[src/rtl/odliczanie_pkg.sv]
// Shared constants, FSM state type and the mod-720 angle helper for the crank-angle timebase.
package odliczanie_pkg;

    localparam int unsigned KAT_CYKLU = 720;
    localparam int unsigned SZER_KATA = 10;
    localparam logic [SZER_KATA:0] KAT_CYKLU_W = 11'd720;

    typedef enum logic {STOP, RUN} stan_e;

    // kat + dopelnienie stays below 1440, so one conditional subtract reduces it mod 720.
    function automatic logic [SZER_KATA-1:0] kat_przesuniety(
        input logic [SZER_KATA-1:0] kat,
        input logic [SZER_KATA:0]   dopelnienie
    );
        logic [SZER_KATA:0] suma;
        suma = {1'b0, kat} + dopelnienie;
        if (suma >= KAT_CYKLU_W) begin
            suma = suma - KAT_CYKLU_W;
        end
        return suma[SZER_KATA-1:0];
    endfunction

endpackage

[src/rtl/preskaler_stopni.sv]
// Clock-to-degree prescaler. The shadow period is retimed into the active period only on
// run entry or at a degree boundary.
module preskaler_stopni #(
    parameter int unsigned SZER_TAKT = 9
) (
    input  logic                 clk,
    input  logic                 reset,
    input  logic                 start_i,
    input  logic                 liczy_i,
    input  logic                 strobe_i,
    input  logic [SZER_TAKT-1:0] okres_i,
    output logic                 tik_o,
    output logic                 shadow_niezerowy_o
);

    localparam logic [SZER_TAKT-1:0] JEDEN = {{(SZER_TAKT-1){1'b0}}, 1'b1};

    logic [SZER_TAKT-1:0] shadow_q, shadow_d;
    logic [SZER_TAKT-1:0] aktywny_q, aktywny_d;
    logic [SZER_TAKT-1:0] licznik_q, licznik_d;
    logic                 koniec;

    assign koniec             = (licznik_q == (aktywny_q - JEDEN));
    assign tik_o              = liczy_i && koniec;
    assign shadow_niezerowy_o = (shadow_q != '0);

    always_comb begin
        shadow_d  = shadow_q;
        aktywny_d = aktywny_q;
        licznik_d = licznik_q;
        if (strobe_i && (okres_i != '0)) begin
            shadow_d = okres_i;
        end
        // Loads read shadow_q, so a coincident strobe only takes effect one degree later.
        if (start_i) begin
            aktywny_d = shadow_q;
            licznik_d = '0;
        end else if (liczy_i) begin
            if (koniec) begin
                licznik_d = '0;
                aktywny_d = shadow_q;
            end else begin
                licznik_d = licznik_q + JEDEN;
            end
        end else begin
            licznik_d = '0;
        end
    end

    always_ff @(posedge clk or posedge reset) begin
        if (reset) begin
            shadow_q  <= '0;
            aktywny_q <= '0;
            licznik_q <= '0;
        end else begin
            shadow_q  <= shadow_d;
            aktywny_q <= aktywny_d;
            licznik_q <= licznik_d;
        end
    end

endmodule

[src/rtl/odliczanie_wielocylindrowe.sv]
// N-cylinder crank-angle timebase: 720-degree cycle counter, phase-shifted cylinder angles,
// per-cylinder revolution counters and ignition pulses at a programmable advance.
module odliczanie_wielocylindrowe
    import odliczanie_pkg::*;
#(
    parameter int unsigned LICZBA_CYLINDROW = 2,
    parameter int unsigned SZER_TAKT        = 9,
    parameter int unsigned SZER_OBROTOW     = 4
) (
    input  logic                                   clk,
    input  logic                                   reset,
    input  logic                                   rozruch,
    input  logic                                   sygnal_zmiany_rpm,
    input  logic [SZER_TAKT-1:0]                   taktowanie_na_stopien,
    input  logic [9:0]                             wyprzedzenie,
    output logic [LICZBA_CYLINDROW*SZER_KATA-1:0]  kat_cylindra,
    output logic [LICZBA_CYLINDROW*SZER_OBROTOW-1:0] zliczanie_obrotow,
    output logic [LICZBA_CYLINDROW-1:0]            iskra,
    output logic                                   pracuje
);

    localparam logic [SZER_OBROTOW-1:0] OBR_JEDEN = {{(SZER_OBROTOW-1){1'b0}}, 1'b1};

    stan_e                stan_q, stan_d;
    logic [SZER_KATA-1:0] kat_q, kat_d;
    logic                 pracuje_q, pracuje_d;
    logic                 start, liczy, tik, shadow_niezerowy;
    logic                 iskra_dozwolona;
    logic [SZER_KATA-1:0] kat_iskry;

    assign start = (stan_q == STOP) && rozruch && shadow_niezerowy;
    assign liczy = (stan_q == RUN) && rozruch;

    preskaler_stopni #(
        .SZER_TAKT (SZER_TAKT)
    ) u_preskaler (
        .clk                (clk),
        .reset              (reset),
        .start_i            (start),
        .liczy_i            (liczy),
        .strobe_i           (sygnal_zmiany_rpm),
        .okres_i            (taktowanie_na_stopien),
        .tik_o              (tik),
        .shadow_niezerowy_o (shadow_niezerowy)
    );

    // An advance of 0 would give 720, which must fold back to angle 0.
    always_comb begin
        iskra_dozwolona = (wyprzedzenie <= 10'd719);
        kat_iskry       = '0;
        if (wyprzedzenie != 10'd0) begin
            kat_iskry = SZER_KATA'(KAT_CYKLU_W - {1'b0, wyprzedzenie});
        end
    end

    always_comb begin
        stan_d = stan_q;
        kat_d  = kat_q;
        unique case (stan_q)
            STOP: begin
                kat_d = '0;
                if (start) begin
                    stan_d = RUN;
                end
            end
            RUN: begin
                if (!rozruch) begin
                    stan_d = STOP;
                    kat_d  = '0;
                end else if (tik) begin
                    kat_d = (kat_q == 10'd719) ? '0 : kat_q + 10'd1;
                end
            end
            default: begin
                stan_d = STOP;
                kat_d  = '0;
            end
        endcase
        pracuje_d = (stan_d == RUN);
    end

    always_ff @(posedge clk or posedge reset) begin
        if (reset) begin
            stan_q    <= STOP;
            kat_q     <= '0;
            pracuje_q <= 1'b0;
        end else begin
            stan_q    <= stan_d;
            kat_q     <= kat_d;
            pracuje_q <= pracuje_d;
        end
    end

    assign pracuje = pracuje_q;

    for (genvar k = 0; k < LICZBA_CYLINDROW; k++) begin : g_cyl
        localparam int unsigned       PRZES  = k * KAT_CYKLU / LICZBA_CYLINDROW;
        localparam logic [SZER_KATA:0] DOPELN = (SZER_KATA + 1)'(KAT_CYKLU - PRZES);

        logic [SZER_KATA-1:0]    kat_c_q, kat_c_d;
        logic [SZER_OBROTOW-1:0] obr_q, obr_d;
        logic                    iskra_q, iskra_d;

        // Counters are already zero on entry because STOP holds them cleared.
        always_comb begin
            kat_c_d = '0;
            obr_d   = '0;
            iskra_d = 1'b0;
            if (stan_d == RUN) begin
                kat_c_d = kat_przesuniety(kat_d, DOPELN);
                obr_d   = obr_q;
                if (tik) begin
                    if ((kat_c_d == 10'd0) || (kat_c_d == 10'd360)) begin
                        obr_d = obr_q + OBR_JEDEN;
                    end
                    iskra_d = iskra_dozwolona && (kat_c_d == kat_iskry);
                end
            end
        end

        always_ff @(posedge clk or posedge reset) begin
            if (reset) begin
                kat_c_q <= '0;
                obr_q   <= '0;
                iskra_q <= 1'b0;
            end else begin
                kat_c_q <= kat_c_d;
                obr_q   <= obr_d;
                iskra_q <= iskra_d;
            end
        end

        assign kat_cylindra[SZER_KATA*k +: SZER_KATA]            = kat_c_q;
        assign zliczanie_obrotow[SZER_OBROTOW*k +: SZER_OBROTOW] = obr_q;
        assign iskra[k]                                          = iskra_q;
    end

endmodule
[config.mk]
export PLATFORM = sky130hd
export DESIGN_NAME = odliczanie_wielocylindrowe
export DESIGN_NICKNAME = d
export VERILOG_FILES = /design/src/rtl/odliczanie_pkg.sv /design/src/rtl/preskaler_stopni.sv /design/src/rtl/odliczanie_wielocylindrowe.sv
export SDC_FILE = /design/constraint.sdc
export NUM_CORES = 1
export LEC_CHECK = 0
export ABC_AREA = 1
export CAP_MARGIN = 20
export CORE_UTILIZATION = 52
export DETAILED_ROUTE_END_ITERATION = 10
export PLACE_DENSITY = 0.78
export SETUP_SLACK_MARGIN = 0.02
export SLEW_MARGIN = 10
export SYNTH_ARGS = -nofsm -noshare
export SYNTH_HDL_FRONTEND = slang
export SYNTH_SLANG_ARGS = --single-unit
export TNS_END_PERCENT = 50
[constraint.sdc]
create_clock -name clk -period 3.8 [get_ports clk]
set_input_delay 0.57 -clock clk [delete_from_list [all_inputs] [get_ports clk]]
set_output_delay 0.57 -clock clk [all_outputs]
set_load 0.005 [all_outputs]
==> results of run 1 <==
-- final timing paths --
check                                                        to  slack (ns)                                  from
setup / recovery                  g_cyl[1].obr_q[0]$_DFFE_PP0P_        0.04  u_preskaler.aktywny_q[1]$_DFFE_PP0P_
hold / removal              u_preskaler.shadow_q[8]$_DFFE_PP0P_        0.52   u_preskaler.shadow_q[8]$_DFFE_PP0P_
setup reg to reg                  g_cyl[1].obr_q[0]$_DFFE_PP0P_        0.04  u_preskaler.aktywny_q[1]$_DFFE_PP0P_
hold reg to reg             u_preskaler.shadow_q[8]$_DFFE_PP0P_        0.52   u_preskaler.shadow_q[8]$_DFFE_PP0P_
max in group asynchronous  u_preskaler.aktywny_q[3]$_DFFE_PP0P_        2.22                                 reset
min in group asynchronous         g_cyl[1].kat_c_q[9]$_DFF_PP0_        0.73                                 reset
-- stage by stage --
stage	instance area (sq um)	hold WS [ns]	TNS, ns	utilization
2_1_floorplan	4730	0.453	0	-
3_3_place_gp	5540	0.490	0	0.633
3_5_place_dp	5540	0.492	-1.06	0.633
4_1_cts	5830	0.508	0	0.666
5_1_grt	6210	0.534	-1.52	0.709
6_report	6210	0.518	0	0.709
-- repair_timing --
item                                    CTS  global route
resized for setup                        14            81
setup buffers                             6             8
endpoints found under the setup margin   10            10
pin swaps                                 7            49
-- power by group through the flow --
stage | clock network (mW) | registers (mW) | logic (mW)
2_1_floorplan | 0 | 0.845 | 0.414
3_3_place_gp | 0 | 0.856 | 0.591
3_5_place_dp | 0 | 0.860 | 0.610
4_1_cts | 0.582 | 0.847 | 0.648
5_1_grt | 0.610 | 0.866 | 0.784
6_report | 0.573 | 0.856 | 0.700
-- routing by layer --
layer	up-vias	wire length, microns	global-route usage
li1	2257	-	-
met3	29	699	0.0439
met2	142	6170	0.434
met4	0	276	0.109
met1	2167	5510	0.345
met5	-	0	0
-- cell families after synthesis --
group           Yosys count  share of synthesized area
compound gates           56                     0.0696
xor+xnor                 34                     0.0645
fa+ha+maj                12                     0.0317
buf+inv                 108                     0.0928
flops                    65                      0.344
mux                       1                    0.00238
simple gates            373                      0.395
-- registers in the layout (all words and copies together), names as in the netlist --
| name | count |
|---|---|
| pracuje | 1 |
| kat_q | 10 |
| u_preskaler.shadow_q | 9 |
| g_cyl.kat_c_q | 17 |
| u_preskaler.aktywny_q | 9 |
| g_cyl.obr_q | 8 |
| g_cyl.iskra_q | 2 |
| u_preskaler.licznik_q | 9 |
-- area by class of cell --
cell class / instances / area [sq um]
Inverter: 97 / 379
Multi-Input combinational cell: 476 / 3030
Sequential cell: 65 / 1630
Clock buffer: 9 / 124
Timing Repair Buffer: 95 / 858
Fill cell: 687 / 2550
Clock inverter: 6 / 60.1
Tap cell: 108 / 135
-- worst reg2reg max path, delay by kind of cell, from the launching register on --
kind | cells | cell delay (ns)
buf+inv | 3 | 0.28
compound gates | 2 | 0.31
flops | 1 | 0.40
simple gates | 22 | 2.27
fa+ha+maj | 2 | 0.36
-- placed cells by master, fill, tap and decap left out, types with 6 or more instances in the layout --
| cell type | instances |
|---|---|
| a21oi_1 | 17 |
| buf_4 | 41 |
| clkbuf_8 | 9 |
| clkdlybuf4s50_1 | 53 |
| dfrtp_1 | 64 |
| ha_1 | 7 |
| inv_1 | 74 |
| inv_2 | 17 |
| inv_4 | 6 |
| nand2_1 | 130 |
| nand2_2 | 40 |
| nand2_4 | 17 |
| nand3_1 | 50 |
| nand3_2 | 6 |
| nand3_4 | 7 |
| nand4_1 | 10 |
| nor2_1 | 61 |
| nor2_2 | 9 |
| nor2_4 | 10 |
| nor3_1 | 9 |
| nor4_1 | 8 |
| o21ai_0 | 17 |
| o21ai_1 | 7 |
| xnor2_1 | 8 |
| xor2_1 | 22 |
==> results.sh, run 1 <==
export IMPL_gr_total_overflow=0
export IMPL_yosysSeqAreaShare=0.344
export IMPL_finClkSkew_ns=0.0152
export IMPL_ys_ff_latch=65
export IMPL_num_vias=4595
export IMPL_slowest_stage="dfrtp_1"
export IMPL_ys_top_cells_by_count="nand2_1 (159), inv_1 (80), nor2_1 (71), dfrtp_1 (65), nand3_1 (54)"
export IMPL_p_leak_nw=3.13
export IMPL_syn_num_nets=684
export IMPL_grt_pass1_wl_microns=20200
export IMPL_htreeDepth=3
export IMPL_gp_congestion=0.929
export IMPL_critical_path_max_stage_delay_ns=0.40
export IMPL_clkPwrFrac=0.269
export IMPL_synthTopCellsByArea="dfrtp_1 (34%), nand2_1 (13%), inv_1 (6.3%), nand3_1 (5.7%), nor2_1 (5.6%)"
export IMPL_status="completed"
export IMPL_synth_ff_type="dfrtp_1"
export IMPL_std_cell_rows=34
export IMPL_tightest_slew_ns=0.989
export IMPL_path_buf_inv=3
export IMPL_antenna_cells=0
export IMPL_critPathRequiredTime_ns=4.03
export IMPL_io_pins=54
export IMPL_clk_path_buf_depth=2
export IMPL_place_ws_ns=-0.175
export IMPL_drv_slew=0
export IMPL_layout_min_cycle_time_ns=3.76
export IMPL_cap_viol_max_count=0
export IMPL_async_reset_ff_frac=1.00
export IMPL_drtAntennaViolNets=0
export IMPL_antenna_found_initial=0
export IMPL_drive_above_1_share=0.266
export IMPL_syn2layout_area_growth_pct=31.4
export IMPL_p_int_mw=1.35
export IMPL_routed_wl_microns=12700
export IMPL_design_core_area_sq_um=8760
export IMPL_reg2reg_depth=29
export IMPL_drt_iter0_markers=212
export IMPL_netlist_area_leader_share=0.344
export IMPL_arrival_ns=3.99
export IMPL_clk_pin_slew_worst_paths_ns=0.08
export IMPL_report_final_setup_viol=0
export IMPL_cts_tree="yes"
export IMPL_hold_path_class="reg -> reg"
export IMPL_cts_made_buffers=9
export IMPL_crit_type="reg -> reg"
export IMPL_p_seq_frac=0.402
export IMPL_crit_path_start_kind="flip-flop"
export IMPL_synth_edf_count=0
export IMPL_p_switching_uw=774
export IMPL_clock_sinks=65
export IMPL_period_share=0.989
export IMPL_rsz0062_at_grt="true"
export IMPL_root_buffer="clkbuf_8"
export IMPL_p_comb_frac=0.329
export IMPL_grt_max_degree=44
export IMPL_fp_dieW_microns=97.4
export IMPL_firstDrtPassIters=5
export IMPL_clk_latency_ns=0.35
export IMPL_syn_inst=649
export IMPL_finalPower_mw=2.13
export IMPL_syn_area_per_cell_sq_um=7.29
export IMPL_finalHoldViolCount=0
export IMPL_grt_pass1_vias=4422
export IMPL_dp_hpwl_microns=9360
export IMPL_dieArea_sq_um=9480
export IMPL_fmax_mhz=266
export IMPL_syn_cell_area_sq_um=4730
export IMPL_die_h_microns=97.4
export IMPL_track_usage=0.264
export IMPL_viasPerCell=5.37
export IMPL_end_kind="flip-flop"
export IMPL_route_detailed_drc=0
export IMPL_synth_most_common_cell="nand2_1"
export IMPL_layout_nets=779
export IMPL_yosysWarnings=0
export IMPL_post_synth_top_area_cell="dfrtp_1"
export IMPL_start_util=0.540
export IMPL_power_density_nw_per_um2=343
export IMPL_dpl_cell_count=827
export IMPL_path_delay_family="simple AND/OR/NAND/NOR gates"
export IMPL_wire_per_inst_microns=14.8
export IMPL_p_sw_frac=0.364
export IMPL_path_depth=29
export IMPL_synth_cell_types=46
export IMPL_hold_depth=2
export IMPL_io_buffers=53
export IMPL_ctsHoldBuffers=0
export IMPL_critPathMaxFanout=8
export IMPL_postLayoutSetupSlackWorst_ns=0.0433
export IMPL_fin_cells=856
export IMPL_maxSlewHeadroom=0.336
export IMPL_ir_worst_vdd_v=0.000170
Note: power is estimated with default switching activity, not from simulation.
==> inputs of run 2 (changes only) <==
--- a/config.mk
+++ b/config.mk
@@ -7,9 +7,11 @@
 export LEC_CHECK = 0
 export ABC_AREA = 1
 export CAP_MARGIN = 20
-export CORE_UTILIZATION = 52
+export CELL_PAD_IN_SITES_DETAIL_PLACEMENT = 2
+export CELL_PAD_IN_SITES_GLOBAL_PLACEMENT = 2
+export CORE_UTILIZATION = 29
 export DETAILED_ROUTE_END_ITERATION = 10
-export PLACE_DENSITY = 0.78
+export PLACE_DENSITY_LB_ADDON = 0.1
 export SETUP_SLACK_MARGIN = 0.02
 export SLEW_MARGIN = 10
 export SYNTH_ARGS = -nofsm -noshare
==> results.sh, run 2 (synthesis results as in run 1) <==
export IMPL_status="complete, but fails checks"
export IMPL_violations="negative setup slack"
export IMPL_cap_viol_max_count=0
export IMPL_fmax_mhz=254
export IMPL_layout_min_cycle_time_ns=3.94
export IMPL_critical_path_max_stage_delay_ns=0.38
export IMPL_clk_pin_slew_worst_paths_ns=0.06
export IMPL_htreeDepth=3
export IMPL_drv_slew=0
export IMPL_rsz0062_at_grt="true"
export IMPL_design_core_area_sq_um=15900
export IMPL_fp_dieW_microns=130
export IMPL_finalHoldViolCount=0
export IMPL_arrival_ns=4.18
export IMPL_p_leak_nw=3.33
export IMPL_largest_register="g_cyl.kat_c_q"
export IMPL_grt_max_degree=43
export IMPL_largest_reg_flops=17
export IMPL_multi_input_area_sq_um=3100
export IMPL_power_density_nw_per_um2=368
export IMPL_track_usage=0.205
export IMPL_reg_top3="g_cyl.kat_c_q x17, kat_q x10"
export IMPL_path_common_cell="nand2_1"
export IMPL_wire_per_inst_microns=18.4
export IMPL_crit_type="reg -> reg"
export IMPL_final_cell_mix="nand2_1 (131), inv_1 (74), dfrtp_1 (63)"
export IMPL_place_ws_ns=-0.250
export IMPL_tightest_slew_ns=0.585
export IMPL_fillers=1836
export IMPL_drt_iter0_markers=155
export IMPL_num_vias=4752
export IMPL_maxSlewHeadroom=0.610
export IMPL_drtAntennaViolNets=0
export IMPL_route_detailed_drc=0
export IMPL_period_share=1.04
export IMPL_slowest_stage="dfrtp_1"
export IMPL_antenna_cells=0
export IMPL_dieArea_sq_um=16800
export IMPL_seqCellArea_sq_um=1630
export IMPL_critPathRequiredTime_ns=4.04
export IMPL_firstDrtPassIters=4
export IMPL_hold_path_class="reg -> reg"
export IMPL_clk_latency_ns=0.35
export IMPL_clk_path_buf_depth=2
export IMPL_die_h_microns=130
export IMPL_cts_made_buffers=9
export IMPL_critPathMaxFanout=5
export IMPL_clock_sinks=65
export IMPL_end_kind="flip-flop"
export IMPL_grt_pass1_wl_microns=26000
export IMPL_finClkSkew_ns=0.00929
export IMPL_io_pins=54
export IMPL_start_util=0.298
export IMPL_dp_hpwl_microns=12700
export IMPL_routed_wl_microns=18100
export IMPL_cts_tree="yes"
export IMPL_viasPerCell=4.81
export IMPL_grt_pass1_vias=5139
export IMPL_ir_worst_vdd_v=0.000245
export IMPL_root_buffer="clkbuf_16"
export IMPL_antenna_found_initial=0
export IMPL_report_final_setup_viol=5
export IMPL_postLayoutSetupSlackWorst_ns=-0.144
export IMPL_layout_nets=803
export IMPL_syn2layout_area_growth_pct=42.2
export IMPL_gp_congestion=0.818
export IMPL_io_buffers=53
export IMPL_gr_total_overflow=0
export IMPL_final_common_cell="nand2_1"
export IMPL_std_cell_rows=46
export IMPL_drive_above_1_share=0.301
export IMPL_crit_path_start_kind="flip-flop"
export IMPL_tns_ns=-0.683
export IMPL_ctsHoldBuffers=0
## run 2: repair_timing
item | in CTS | in global routing
gates resized for setup | 35 | 80
setup endpoints to repair | 10 | 10
pin swaps | 13 | 46
buffers inserted | 5 | 26
## run 2: final cells by class
type / count / share of cell area
clock buffers: 12 / 0.0381
clock inverters: 3 / 0.00595
inverters: 97 / 0.0563
multi-input cells: 476 / 0.461
flip-flops and latches: 65 / 0.242
well taps: 216 / 0.0402
repair buffers: 119 / 0.157
## run 2: per-layer routing
layer	GRT usage	part of all wire	wire, microns
met3	0.0324	0.024	437
met4	0.0670	0.021	374
met1	0.245	0.43	7750
met5	0	0	0
met2	0.373	0.53	9580
## run 2: where the power goes
| part | internal, mW | switching [mW] | leakage (nW) |
|---|---|---|---|
| clock network | 0.538 | 0.325 | 0.148 |
| registers | 0.766 | 0.0997 | 0.853 |
| logic | 0.307 | 0.442 | 2.33 |
| total | 1.61 | 0.866 | 3.33 |
## run 2: worst paths after layout
check | from | to | slack, ns | depth (start not counted)
max reg2reg | u_preskaler.aktywny_q[0]$_DFFE_PP0P_ | g_cyl[1].obr_q[2]$_DFFE_PP0P_ | -0.14 | 32
max | u_preskaler.aktywny_q[0]$_DFFE_PP0P_ | g_cyl[1].obr_q[2]$_DFFE_PP0P_ | -0.14 | 32
max in group asynchronous | reset | u_preskaler.aktywny_q[3]$_DFFE_PP0P_ | 2.20 | 3
min in group asynchronous | reset | g_cyl[1].obr_q[2]$_DFFE_PP0P_ | 0.59 | 2
min reg2reg | u_preskaler.licznik_q[0]$_DFF_PP0_ | u_preskaler.licznik_q[0]$_DFF_PP0_ | 0.52 | 1
min | u_preskaler.licznik_q[0]$_DFF_PP0_ | u_preskaler.licznik_q[0]$_DFF_PP0_ | 0.52 | 1
## run 2: stage by stage
step / hold WS [ns] / cell area (sq um) / util / instances / total power [mW]
CTS: 0.522 / 6210 / 0.391 / 961 / 2.46
floorplan: 0.453 / 4730 / - / 649 / 1.26
global route: 0.546 / 6730 / 0.424 / 988 / 2.63
finish: 0.521 / 6730 / 0.424 / 988 / 2.48
detailed placement: 0.513 / 5720 / 0.360 / 941 / 1.52
global placement: 0.479 / 5720 / 0.360 / 941 / 1.48
## run 2: critical path: cells and delay by family, from the launching register on
family / cells / cell delay, ns
adders and majority gates: 2 / 0.37
and+or+nand+nor: 24 / 2.52
buffers and inverters: 5 / 0.48
AOI/OAI and AO/OA: 1 / 0.09
DFF: 1 / 0.38
